**src/rtl/tl_pkg.sv**
```systemverilog
// Shared TileLink-UL definitions: A/D opcodes, bridge FSM states and the
// command legality rule used by the initiator bridge.
package tl_pkg;

  typedef enum logic [2:0] {
    A_PUT_FULL    = 3'd0,
    A_PUT_PARTIAL = 3'd1,
    A_ARITH       = 3'd2,
    A_LOGICAL     = 3'd3,
    A_GET         = 3'd4
  } tl_a_op_e;

  typedef enum logic [2:0] {
    D_ACCESS_ACK      = 3'd0,
    D_ACCESS_ACK_DATA = 3'd1
  } tl_d_op_e;

  typedef enum logic [1:0] {
    ST_IDLE    = 2'd0,
    ST_A_REQ   = 2'd1,
    ST_D_WAIT  = 2'd2,
    ST_ERR_RSP = 2'd3
  } bridge_state_e;

  // Opcode/size/alignment legality; bursts beyond a word only need word alignment.
  function automatic logic cmd_is_legal(input logic [2:0] opcode,
                                        input logic [3:0] size,
                                        input logic [1:0] addr_lo,
                                        input logic [3:0] max_size);
    logic size_ok;
    logic align_ok;
    size_ok  = 1'b0;
    align_ok = 1'b0;
    case (opcode)
      A_GET:                                     size_ok = (size <= max_size);
      A_PUT_FULL, A_PUT_PARTIAL, A_ARITH, A_LOGICAL: size_ok = (size <= 4'd2);
      default:                                   size_ok = 1'b0;
    endcase
    case (size)
      4'd0:    align_ok = 1'b1;
      4'd1:    align_ok = ~addr_lo[0];
      default: align_ok = (addr_lo == 2'b00);
    endcase
    return size_ok & align_ok;
  endfunction

endpackage

```
**src/rtl/tl_mask_gen.sv**
```systemverilog
// Derives the 32-bit-lane byte mask implied by a TL size and address offset.
module tl_mask_gen (
  input  logic [3:0] size_i,
  input  logic [1:0] addr_lo_i,
  output logic [3:0] mask_o
);

  // Sub-word accesses enable only the addressed lanes.
  always_comb begin
    mask_o = 4'h0;
    case (size_i)
      4'd0:    mask_o = 4'b0001 << addr_lo_i;
      4'd1:    mask_o = 4'b0011 << addr_lo_i;
      default: mask_o = 4'b1111;
    endcase
  end

endmodule

```
**src/rtl/tl_ul_master_bridge.sv**
```systemverilog
// Single-outstanding TileLink-UL initiator: one command becomes one A request,
// each D beat is returned through a one-entry registered response buffer.
module tl_ul_master_bridge
  import tl_pkg::*;
#(
  parameter int TL_AW     = 32,
  parameter int TL_RS     = 4,
  parameter int SOURCE_ID = 0,
  parameter int MAX_SIZE  = 6
) (
  input  logic             tlm_clock_i,
  input  logic             tlm_reset_ni,
  input  logic             cmd_valid,
  output logic             cmd_ready,
  input  logic [2:0]       cmd_opcode,
  input  logic [2:0]       cmd_param,
  input  logic [3:0]       cmd_size,
  input  logic [TL_AW-1:0] cmd_address,
  input  logic [3:0]       cmd_mask,
  input  logic [31:0]      cmd_data,
  output logic             rsp_valid,
  input  logic             rsp_ready,
  output logic [31:0]      rsp_data,
  output logic             rsp_error,
  output logic             rsp_last,
  output logic [2:0]       tl_a_opcode,
  output logic [2:0]       tl_a_param,
  output logic [3:0]       tl_a_size,
  output logic [TL_RS-1:0] tl_a_source,
  output logic [TL_AW-1:0] tl_a_address,
  output logic [3:0]       tl_a_mask,
  output logic [31:0]      tl_a_data,
  output logic             tl_a_corrupt,
  output logic             tl_a_valid,
  input  logic             tl_a_ready,
  input  logic [2:0]       tl_d_opcode,
  input  logic [1:0]       tl_d_param,
  input  logic [3:0]       tl_d_size,
  input  logic [TL_RS-1:0] tl_d_source,
  input  logic             tl_d_denied,
  input  logic [31:0]      tl_d_data,
  input  logic             tl_d_corrupt,
  input  logic             tl_d_valid,
  output logic             tl_d_ready,
  output logic             proto_err_o
);

  localparam int               CNT_W    = (MAX_SIZE > 2) ? (MAX_SIZE - 2) : 1;
  localparam logic [TL_RS-1:0] SRC_ID   = TL_RS'(SOURCE_ID);
  localparam logic [3:0]       MAX_SZ   = 4'(MAX_SIZE);

  bridge_state_e     state_q, state_d;
  logic [2:0]        a_opcode_q, a_opcode_d;
  logic [2:0]        a_param_q, a_param_d;
  logic [3:0]        a_size_q, a_size_d;
  logic [TL_AW-1:0]  a_address_q, a_address_d;
  logic [3:0]        a_mask_q, a_mask_d;
  logic [31:0]       a_data_q, a_data_d;
  logic              a_valid_q, a_valid_d;
  logic [CNT_W-1:0]  beat_cnt_q, beat_cnt_d;
  logic              rsp_valid_q, rsp_valid_d;
  logic [31:0]       rsp_data_q, rsp_data_d;
  logic              rsp_error_q, rsp_error_d;
  logic              rsp_last_q, rsp_last_d;
  logic              proto_err_q, proto_err_d;

  logic [3:0]        derived_mask_s;
  logic              buf_free_s;
  logic              cmd_fire_s;
  logic              d_fire_s;
  logic              unused_d_s;

  tl_mask_gen u_mask_gen (
    .size_i    (cmd_size),
    .addr_lo_i (cmd_address[1:0]),
    .mask_o    (derived_mask_s)
  );

  assign unused_d_s = ^{tl_d_param, tl_d_size};

  // Handshake readiness depends only on state and the response buffer, never on the peer's valid.
  always_comb begin
    buf_free_s = ~rsp_valid_q | rsp_ready;
    cmd_ready  = tlm_reset_ni & (state_q == ST_IDLE) & buf_free_s;
    if (state_q == ST_D_WAIT) begin
      tl_d_ready = tlm_reset_ni & buf_free_s;
    end else begin
      tl_d_ready = tlm_reset_ni;
    end
    cmd_fire_s = cmd_valid & cmd_ready;
    d_fire_s   = tl_d_valid & tl_d_ready;
  end

  // Next-state, A-channel field capture, beat counting and response loading.
  always_comb begin
    state_d     = state_q;
    a_opcode_d  = a_opcode_q;
    a_param_d   = a_param_q;
    a_size_d    = a_size_q;
    a_address_d = a_address_q;
    a_mask_d    = a_mask_q;
    a_data_d    = a_data_q;
    a_valid_d   = a_valid_q;
    beat_cnt_d  = beat_cnt_q;
    rsp_valid_d = rsp_valid_q & ~rsp_ready;
    rsp_data_d  = rsp_data_q;
    rsp_error_d = rsp_error_q;
    rsp_last_d  = rsp_last_q;
    proto_err_d = proto_err_q;

    case (state_q)
      ST_IDLE: begin
        if (cmd_fire_s) begin
          if (cmd_is_legal(cmd_opcode, cmd_size, cmd_address[1:0], MAX_SZ)) begin
            a_opcode_d  = cmd_opcode;
            a_param_d   = cmd_param;
            a_size_d    = cmd_size;
            a_address_d = cmd_address;
            a_mask_d    = (cmd_opcode == A_PUT_PARTIAL) ? (cmd_mask & derived_mask_s)
                                                        : derived_mask_s;
            a_data_d    = cmd_data;
            a_valid_d   = 1'b1;
            state_d     = ST_A_REQ;
          end else begin
            state_d     = ST_ERR_RSP;
          end
        end else begin
          state_d = ST_IDLE;
        end
      end
      ST_A_REQ: begin
        if (tl_a_ready) begin
          a_valid_d = 1'b0;
          // Beats minus one = 2^(size-2)-1: bit i is set when size > i+2.
          for (int i = 0; i < CNT_W; i++) begin
            beat_cnt_d[i] = (32'(a_size_q) > (32'(i) + 32'd2));
          end
          state_d = ST_D_WAIT;
        end else begin
          state_d = ST_A_REQ;
        end
      end
      ST_D_WAIT: begin
        if (d_fire_s) begin
          if (tl_d_source == SRC_ID) begin
            rsp_valid_d = 1'b1;
            rsp_data_d  = (tl_d_opcode == D_ACCESS_ACK_DATA) ? tl_d_data : 32'h0;
            rsp_error_d = tl_d_denied | tl_d_corrupt;
            rsp_last_d  = (beat_cnt_q == '0);
            if (beat_cnt_q == '0) begin
              state_d = ST_IDLE;
            end else begin
              beat_cnt_d = beat_cnt_q - 1'b1;
            end
          end else begin
            proto_err_d = 1'b1;
          end
        end else begin
          state_d = ST_D_WAIT;
        end
      end
      ST_ERR_RSP: begin
        rsp_valid_d = 1'b1;
        rsp_data_d  = 32'h0;
        rsp_error_d = 1'b1;
        rsp_last_d  = 1'b1;
        state_d     = ST_IDLE;
      end
      default: begin
        state_d = ST_IDLE;
      end
    endcase

    if (d_fire_s && (state_q != ST_D_WAIT)) begin
      proto_err_d = 1'b1;
    end else begin
      proto_err_d = proto_err_d;
    end
  end

  // State and output registers; reset abandons any transaction in flight.
  always_ff @(posedge tlm_clock_i or negedge tlm_reset_ni) begin
    if (!tlm_reset_ni) begin
      state_q     <= ST_IDLE;
      a_opcode_q  <= 3'd0;
      a_param_q   <= 3'd0;
      a_size_q    <= 4'd0;
      a_address_q <= '0;
      a_mask_q    <= 4'h0;
      a_data_q    <= 32'h0;
      a_valid_q   <= 1'b0;
      beat_cnt_q  <= '0;
      rsp_valid_q <= 1'b0;
      rsp_data_q  <= 32'h0;
      rsp_error_q <= 1'b0;
      rsp_last_q  <= 1'b0;
      proto_err_q <= 1'b0;
    end else begin
      state_q     <= state_d;
      a_opcode_q  <= a_opcode_d;
      a_param_q   <= a_param_d;
      a_size_q    <= a_size_d;
      a_address_q <= a_address_d;
      a_mask_q    <= a_mask_d;
      a_data_q    <= a_data_d;
      a_valid_q   <= a_valid_d;
      beat_cnt_q  <= beat_cnt_d;
      rsp_valid_q <= rsp_valid_d;
      rsp_data_q  <= rsp_data_d;
      rsp_error_q <= rsp_error_d;
      rsp_last_q  <= rsp_last_d;
      proto_err_q <= proto_err_d;
    end
  end

  assign tl_a_opcode  = a_opcode_q;
  assign tl_a_param   = a_param_q;
  assign tl_a_size    = a_size_q;
  assign tl_a_source  = SRC_ID;
  assign tl_a_address = a_address_q;
  assign tl_a_mask    = a_mask_q;
  assign tl_a_data    = a_data_q;
  assign tl_a_corrupt = 1'b0;
  assign tl_a_valid   = a_valid_q;
  assign rsp_valid    = rsp_valid_q;
  assign rsp_data     = rsp_data_q;
  assign rsp_error    = rsp_error_q;
  assign rsp_last     = rsp_last_q;
  assign proto_err_o  = proto_err_q;

endmodule

```
**config.mk**
```make
export PLATFORM = sky130hd
export DESIGN_NAME = tl_ul_master_bridge
export DESIGN_NICKNAME = d
export VERILOG_FILES = /design/src/rtl/tl_pkg.sv /design/src/rtl/tl_mask_gen.sv /design/src/rtl/tl_ul_master_bridge.sv
export SDC_FILE = /design/constraint.sdc
export NUM_CORES = 1
export LEC_CHECK = 0
export CAP_MARGIN = 10
export CORE_MARGIN = 1.5
export CORE_UTILIZATION = 43
export CTS_CLUSTER_SIZE = 40
export DETAILED_ROUTE_END_ITERATION = 6
export PLACE_DENSITY = 0.86
export SLEW_MARGIN = 10
export SYNTH_ARGS = -nofsm -noshare
export SYNTH_HDL_FRONTEND = slang
export SYNTH_SLANG_ARGS = --single-unit
```
**constraint.sdc**
```tcl
create_clock -name tlm_clock_i -period 6 [get_ports tlm_clock_i]
set_input_delay 1.2 -clock tlm_clock_i [delete_from_list [all_inputs] [get_ports tlm_clock_i]]
set_output_delay 1.2 -clock tlm_clock_i [all_outputs]
set_load 0.02 [all_outputs]
```
==> flow_summary.toml, run 1 <==
[grt]
grt-ovfl-total = 0
busiest_layer = "met2"
grt_max_degree = 68
grt_first_pass_wirelength_um = 19500
grt_use_total_pct = 22.0
grt_pass1_vias = 3943
antenna_found_initial = 0
use_met2_pct = 38.8
grt_use_met1_pct = 23.3
globalRouteMet3Util_pct = 9.21

[routing]
drt_pass1_iterations = 4
wire_per_inst_um = 17.9
via_count = 3769
drc_errors = 0
viasPerCell = 5.14
drt-initial-drc-count = 195
wirelength_um = 13100
ant_nets = 0

[place]
postPlaceCellArea_sq_um = 7340
port_buffers = 241
place_hpwl_um = 9580
dp.cells = 701
place_congestion = 0.776

[sta]
fin_setup_tns_ns = 0
final-setup-viol-count = 0
fmax_mhz = 256
fin_worst_skew_ns = 0.00602
fin_crit_sh_pct = 65.2
worst_slew_margin_rel_pct = 44.6
rsz0062_at_grt = "no"
worst_slew_pin_slew_ns = 0.829
drv_slew = 0
layout_min_cycle_time_ns = 3.91
hold_viol = 0

[final_layout]
n_antenna_cell = 0
fill_cells = 736
multiInputGateArea_sq_um = 1670
drive_gt1_share_pct = 19.4
synthToLayoutAreaGrowth_pct = 64.9
finalInstanceArea_sq_um = 7950
final_nets = 712
seqCellArea_sq_um = 3030
layout.cells.non_filler = 733
utilization_pct = 73.0

[power]
power_uw = 3100
ir_worst_vdd_v = 0.000237
p_leak_uw = 0.00356
p_per_area_nw_per_um2 = 390

[floorplan]
dieArea_sq_um = 11900
io_pins = 253
die_h_um = 109
core_area_sq_um = 10900
fp.dieW_um = 109
rows = 38
start_util_pct = 44.3

[hold_path]
min-delay-start = "proto_err_o"
min_path_type = "reg2reg"
hold_end = "proto_err_o"
worstHoldPathCells = 1

[yosys]
yosysWarnings = 0
syn_inst = 332
synth.distinct_cells = 43
ys_async_sr_fraction_pct = 100
synth_edf_count = 0
yosysTopAreaCell = "dfrtp_1"
yosysSeqAreaShare_pct = 62.8
synth_commonest_cells = "dfrtp_1 (121), mux2_2 (73), a22o_1 (32)"
synth_area_sq_um = 4820
yosys.cell_count.top_type = "dfrtp_1"
syn_area_per_cell_sq_um = 14.5
ys_top_cells_by_area = "dfrtp_1 (63%), mux2_2 (17%), a22o_1 (5.8%), buf_2 (1.2%), mux2_1 (1.2%)"
yosys_register_bits = 121
yosys.area.top_type_share_pct = 62.8
ys.flop_type = "dfrtp_1"

[critical_path]
r2r-start = "state_q[1]"
path_max_fanout = 67
r2r_cells = 5
regToRegSetupSlack_ns = 3.54
startpoint_type = "primary input"
crit_arrival_ns = 2.71
crit_required_ns = 4.80
rr_endpoint = "tl_a_address[8]"
crit_type = "in2out"
crit_path_end_kind = "output port"

[clock_network]
cts-resized-gates = 0
cts.sinks = 121
post_cts_buffers = 0
clockBufferDepth = 2
cts_buffers = 17
cts_root_buffer = "clkbuf_8"
tritoncts = "built"
insertion_delay_ns = 0.51
h-tree-depth = 4
cts_hold_buf = 0
clk_pin_slew_ns = 0.05

[flow_run]
max-cap-violations = 0

[run_status]
outcome = "finished clean"
==> how the worst max path moves through the flow <==
stage | start | endpoint | depth (start not counted)
3_3_place_gp | tlm_reset_ni | tl_d_ready | 3
3_5_place_dp | tlm_reset_ni | tl_d_ready | 3
6_report | tlm_reset_ni | tl_d_ready | 3
2_1_floorplan | rsp_ready | tl_d_ready | 2
5_1_grt | tlm_reset_ni | tl_d_ready | 3
4_1_cts | tlm_reset_ni | tl_d_ready | 3
==> power breakdown <==
part           total, uW  switching [uW]  internal (uW)
registers           1100             111            993
logic                965             453            511
clock network       1030             343            686
==> metal layers <==
metal / vias up / part of all wire (%)
li1: 1718 / -
met4: 0 / 1.7
met3: 15 / 9.3
met5: - / 0
met2: 172 / 51
met1: 1864 / 38
==> cell usage in the layout (no fill, tap or decap), drive strengths merged, types with 3 or more instances in the layout <==
master,synthesis,final
mux2i,4,4
clkinv,0,3
mux2,78,78
nor3,5,5
nand2,5,5
inv,6,6
nor2b,3,3
dfrtp,121,121
conb,1,5
nor2,8,8
clkbuf,2,25
o21ai,8,8
bufinv,0,3
a21oi,4,4
clkdlybuf4s50,0,240
a22o,32,32
a211oi,4,4
buf,19,6
==> cell type report <==
type / count / share of cell area (%)
repair buffers: 246 / 30.8
flip-flops and latches: 121 / 38.1
clock buffers: 25 / 6.22
inverters: 6 / 0.283
clock inverters: 7 / 1.42
well taps: 140 / 2.20
multi-input cells: 188 / 21.0
==> state kept, by name, indices dropped and copies added, names as in the netlist <==
register and count:
rsp_data 32, tl_a_address 32, tl_a_data 32, beat_cnt_q 4, tl_a_mask 4, tl_a_size 4
tl_a_opcode 3, tl_a_param 3, state_q 2, proto_err_o 1, rsp_error 1, rsp_last 1
rsp_valid 1, tl_a_valid 1
==> stage by stage <==
step,hold WS [ns],setup WS (ns)
after floorplan,0.505,3.07
after global placement,0.455,2.05
after detailed placement,0.471,2.03
after CTS,0.483,2.04
after global routing,0.496,1.90
final,0.474,2.09
==> kinds of logic after synthesis <==
logic type | after synthesis | share of synthesized area, %
flip-flops | 121 | 62.8
adder cells (fa/ha/maj) | 1 | 0.259
buffers and inverters | 27 | 3.04
multiplexers | 82 | 19.0
AND/OR/NAND/NOR | 36 | 4.39
other | 1 | 0.0778
AO/OA/AOI/OAI | 64 | 10.4
==> critical path: stages <==
cell	delay, ns
buf_4	0.60
a21boi_0	0.26
clkdlybuf4s50_1	0.63
Note: power is estimated with default switching activity, not from simulation.
==> inputs of run 2 (changes only) <==
--- a/config.mk
+++ b/config.mk
@@ -7,10 +7,10 @@
 export LEC_CHECK = 0
 export CAP_MARGIN = 10
 export CORE_MARGIN = 1.5
-export CORE_UTILIZATION = 43
+export CORE_UTILIZATION = 40
 export CTS_CLUSTER_SIZE = 40
 export DETAILED_ROUTE_END_ITERATION = 6
-export PLACE_DENSITY = 0.86
+export PLACE_DENSITY = 0.81
 export SLEW_MARGIN = 10
 export SYNTH_ARGS = -nofsm -noshare
 export SYNTH_HDL_FRONTEND = slang
==> constraint.sdc (replaced) <==
create_clock -name tlm_clock_i -period 4 [get_ports tlm_clock_i]
set_input_delay 0.8 -clock tlm_clock_i [delete_from_list [all_inputs] [get_ports tlm_clock_i]]
set_output_delay 0.8 -clock tlm_clock_i [all_outputs]
set_load 0.02 [all_outputs]
==> run 2 against run 1 <==
Effect of this change:
- flip-flop and latch count unchanged
- clock skew increased by 0.00087 ns
- combinational power increased by 48%
- die area increased by 7.3%
- critical endpoint unchanged
==> flow_summary.toml, run 2 (synthesized netlist as in run 1, its figures left out) <==
[critical_path]
rr_endpoint = "tl_a_data[22]"
startpoint_type = "flip-flop"
path_max_fanout = 14
crit_arrival_ns = 2.32
crit_path_end_kind = "output port"
r2r_cells = 5
r2r-start = "state_q[1]"
crit_type = "reg2out"
crit_required_ns = 3.20
regToRegSetupSlack_ns = 1.88

[final_layout]
drive_gt1_share_pct = 19.9
n_antenna_cell = 0
fill_cells = 825
final_cell_mix = "clkdlybuf4s50_1 (240), dfrtp_1 (121), mux2_2 (73), a22o_1 (32), clkbuf_16 (17)"
layout.cells.most_common = "clkdlybuf4s50_1"
synthToLayoutAreaGrowth_pct = 66.0
finalInstanceArea_sq_um = 8010
final_nets = 713

[place]
place_hpwl_um = 9240
place_congestion = 0.807
postPlaceCellArea_sq_um = 7370
port_buffers = 241

[routing]
viasPerCell = 5.03
ant_nets = 0
via_count = 3708
drt_pass1_iterations = 4
drc_errors = 0
drt-initial-drc-count = 143
wire_per_inst_um = 17.3
wirelength_um = 12800

[clock_network]
clk_pin_slew_ns = 0.05
h-tree-depth = 4
cts_buffers = 17
cts.sinks = 121
clockBufferDepth = 2
cts_root_buffer = "clkbuf_16"
cts-resized-gates = 0
tritoncts = "built"
cts_hold_buf = 0
post_cts_buffers = 0
insertion_delay_ns = 0.40

[grt]
grt_pass1_vias = 3995
antenna_found_initial = 0
grt_use_total_pct = 20.6
grt-ovfl-total = 0
grt_first_pass_wirelength_um = 20300
grt_max_degree = 67

[sta]
fin_setup_tns_ns = 0
worst_slew_margin_rel_pct = 45.5
fin_crit_sh_pct = 78.0
fin_worst_skew_ns = 0.00689
final-setup-viol-count = 0
rsz0062_at_grt = "no"
fmax_mhz = 320
layout_min_cycle_time_ns = 3.12
drv_slew = 0
worst_slew_pin_slew_ns = 0.817
hold_viol = 0

[power]
p_per_area_nw_per_um2 = 589
ir_worst_vdd_v = 0.000418
p_leak_uw = 0.00358

[floorplan]
fp.dieW_um = 113
start_util_pct = 41.7
core_area_sq_um = 11600
io_pins = 253
die_h_um = 113
dieArea_sq_um = 12700
rows = 39

[flow_run]
max-cap-violations = 0

[hold_path]
min_path_type = "in2async"

[run_status]
outcome = "finished clean"
-- run 2: report_power, final --
part           switching (uW)  internal, uW  total (uW)
combinational             667           768        1430
sequential                165          1490        1650
clock                     533          1090        1620
total                    1360          3350        4710
-- run 2: through the flow --
step / instances / utilization (%) / setup WS, ns / power [uW] / hold slack, ns
after detailed placement: 705 / 63.7 / 0.985 / 3110 / 0.455
after global placement: 705 / 63.7 / 0.982 / 3070 / 0.456
after floorplan: 336 / - / 1.70 / 2350 / 0.504
final: 737 / 69.2 / 0.878 / 4710 / 0.193
after global routing: 737 / 69.2 / 0.647 / 4920 / 0.184
after CTS: 737 / 69.2 / 0.850 / 4760 / 0.174
-- run 2: metal layers --
metal | track usage, % | vias up | wire, um
met5 | 0 | - | 0
met4 | 10.2 | 0 | 360
met3 | 7.61 | 30 | 1090
met2 | 35.2 | 167 | 6480
met1 | 22.7 | 1797 | 4830
li1 | - | 1714 | -
-- run 2: worst max-delay path by stage --
| stage | startpoint | to | slack (ns) | cells after the start |
|---|---|---|---|---|
| floorplan | rsp_ready | tl_a_opcode[0] | 1.70 | 6 |
| global placement | rsp_ready | cmd_ready | 0.98 | 4 |
| detailed placement | rsp_ready | cmd_ready | 0.99 | 4 |
| CTS | state_q[1] | tl_d_ready | 0.85 | 3 |
| global route | state_q[1] | tl_d_ready | 0.65 | 3 |
| finish | state_q[1] | tl_d_ready | 0.88 | 3 |
-- run 2: critical path, stage by stage, from the launching register on --
cell and delay [ns]:
dfrtp_1 0.47, nor2b_1 0.68, a21boi_0 0.20, clkdlybuf4s50_1 0.57
-- run 2: cell type report --
cell class / instances / area (sq um) / share of cell area (%)
clock inverter: 11 / 168 / 2.09
multi-input combinational: 188 / 1670 / 20.9
timing repair buffer: 247 / 2470 / 30.8
clock buffer: 21 / 470 / 5.88
inverter: 6 / 22.5 / 0.281
tap: 143 / 179 / 2.23
sequential: 121 / 3030 / 37.8
==> inputs of run 3 (changes only) <==
--- a/config.mk
+++ b/config.mk
@@ -7,10 +7,10 @@
 export LEC_CHECK = 0
 export CAP_MARGIN = 10
 export CORE_MARGIN = 1.5
-export CORE_UTILIZATION = 40
+export CORE_UTILIZATION = 36
 export CTS_CLUSTER_SIZE = 40
 export DETAILED_ROUTE_END_ITERATION = 6
-export PLACE_DENSITY = 0.81
+export PLACE_DENSITY = 0.77
 export SLEW_MARGIN = 10
 export SYNTH_ARGS = -nofsm -noshare
 export SYNTH_HDL_FRONTEND = slang
==> constraint.sdc (replaced) <==
create_clock -name tlm_clock_i -period 2.76 [get_ports tlm_clock_i]
set_input_delay 0.552 -clock tlm_clock_i [delete_from_list [all_inputs] [get_ports tlm_clock_i]]
set_output_delay 0.552 -clock tlm_clock_i [all_outputs]
set_load 0.02 [all_outputs]
==> run 3 against run 2 <==
Effect of this change:
- clock power is 38% higher
- power up 43%
- sequential power grew 45%
- setup slack got worse by 0.66 ns
- clock skew barely moved
- first-iteration DRC count shrank 0.70%
- critical path type is now in2out
- largest power group unchanged
==> flow_summary.toml, run 3 (synthesized netlist as in run 1, its figures left out) <==
[grt]
grt_use_total_pct = 19.4
grt_pass1_vias = 4144
grt-ovfl-total = 0
grt_first_pass_wirelength_um = 21300
grt_max_degree = 60
antenna_found_initial = 0

[critical_path]
rr_endpoint = "tl_a_data[31]"
r2r-start = "state_q[1]"
r2r_cells = 6
path_max_fanout = 5
path_cells = "clkdlybuf4s50_1, nand2b_1, and3_1, clkdlybuf4s50_1"
crit_path_end_kind = "output port"
critPathMaxStageDelay_ns = 0.60
crit_arrival_ns = 1.99
cpMostUsedCell = "clkdlybuf4s50_1"
crit_end = "cmd_ready"
startpoint_type = "primary input"
regToRegSetupSlack_ns = 0.61
worstSetupStartpoint = "rsp_ready"
crit_type = "in2out"
cp_slowest_cell = "clkdlybuf4s50_1"
crit_required_ns = 2.21

[floorplan]
dieArea_sq_um = 14100
io_pins = 253
rows = 42
start_util_pct = 36.7
core_area_sq_um = 13100
fp.dieW_um = 119
die_h_um = 119

[routing]
viasPerCell = 4.93
ant_nets = 0
drc_errors = 0
drt-initial-drc-count = 142
drt_pass1_iterations = 4
wire_per_inst_um = 16.9
via_count = 3827
wirelength_um = 13100

[hold_path]
min_path_type = "in2async"

[place]
dp.cells = 744
place_congestion = 0.809
place_hpwl_um = 9760
port_buffers = 241

[sta]
fin_worst_skew_ns = 0.00704
worst_slew_pin_slew_ns = 0.721
drv_slew = 0
fin_crit_sh_pct = 92.2
layout_min_cycle_time_ns = 2.55
worst_slew_margin_rel_pct = 51.9
rsz0062_at_grt = "no"
final-setup-viol-count = 0
fin_setup_tns_ns = 0
fmax_mhz = 393
whs_ns = 0.205
hold_viol = 0

[final_layout]
synthToLayoutAreaGrowth_pct = 67.9
drive_gt1_share_pct = 20.7
n_antenna_cell = 0
final_cell_mix = "clkdlybuf4s50_1 (240), dfrtp_1 (121), mux2_2 (73), a22o_1 (32), clkbuf_16 (17)"
layout.cells.non_filler = 776
final_nets = 719
layout.cells.most_common = "clkdlybuf4s50_1"

[clock_network]
post_cts_buffers = 0
cts-resized-gates = 0
clk_pin_slew_ns = 0.05
h-tree-depth = 4
cts_hold_buf = 0
cts.sinks = 121
cts_root_buffer = "clkbuf_16"
insertion_delay_ns = 0.41
clockBufferDepth = 2
tritoncts = "built"
cts_buffers = 17

[power]
p_per_area_nw_per_um2 = 833
p_leak_uw = 0.00360
ir_worst_vdd_v = 0.000477

[flow_run]
max-cap-violations = 0

[run_status]
outcome = "finished clean"
run 3: cell count changes in the layout (fill, tap and decap cells not counted):
cell	previous run	this run
inv_6	1	0
clkbuf_8	3	2
buf_12	1	4
clkinv_2	3	4
clkinvlp_4	2	4
buf_4	6	9
bufinv_16	4	3
run 3: how the worst min path moves through the flow:
stage | from | to | slack, ns
2_1_floorplan | tlm_reset_ni | beat_cnt_q[0] | 0.26
3_3_place_gp | tl_a_valid | tl_a_valid | 0.46
3_5_place_dp | proto_err_o | proto_err_o | 0.46
4_1_cts | tlm_reset_ni | rsp_last | 0.20
5_1_grt | tlm_reset_ni | state_q[1] | 0.23
6_report | tlm_reset_ni | rsp_last | 0.20
run 3: layout make-up:
cell class              count  area, sq um
fillers                  1052         5040
well taps                 176          220
repair buffers            253         2550
multi-input cells         188         1670
inverters                   6         22.5
clock inverters            12          149
flip-flops and latches    121         3030
clock buffers              20          457
run 3: critical path: cells and delay by family:
| kind | cells | cell delay, ns |
|---|---|---|
| buf+inv | 2 | 1.08 |
| simple gates | 2 | 0.36 |
run 3: through the flow:
step	setup WS (ns)	util (%)	area [sq um]	total power, uW
floorplan	0.709	-	4840	3410
global placement	0.0612	57.0	7490	4470
finish	0.214	61.6	8100	6750
global route	0.165	61.6	8100	7060
CTS	0.219	61.6	8100	6830
detailed placement	0.0229	57.0	7490	4540
run 3: routing by layer:
layer	wire length, um	GRT usage [%]	vias up
li1	-	-	1731
met1	5040	21.8	1902
met2	6700	32.9	168
met3	1090	7.29	26
met4	301	8.43	0
met5	0	0	-
run 3: report_power, final:
group | switching, uW | internal, uW | leakage [uW]
registers | 245 | 2160 | 0.00162
clock network | 779 | 1460 | 0.000288
logic | 978 | 1130 | 0.00169
total | 2000 | 4750 | 0.00360
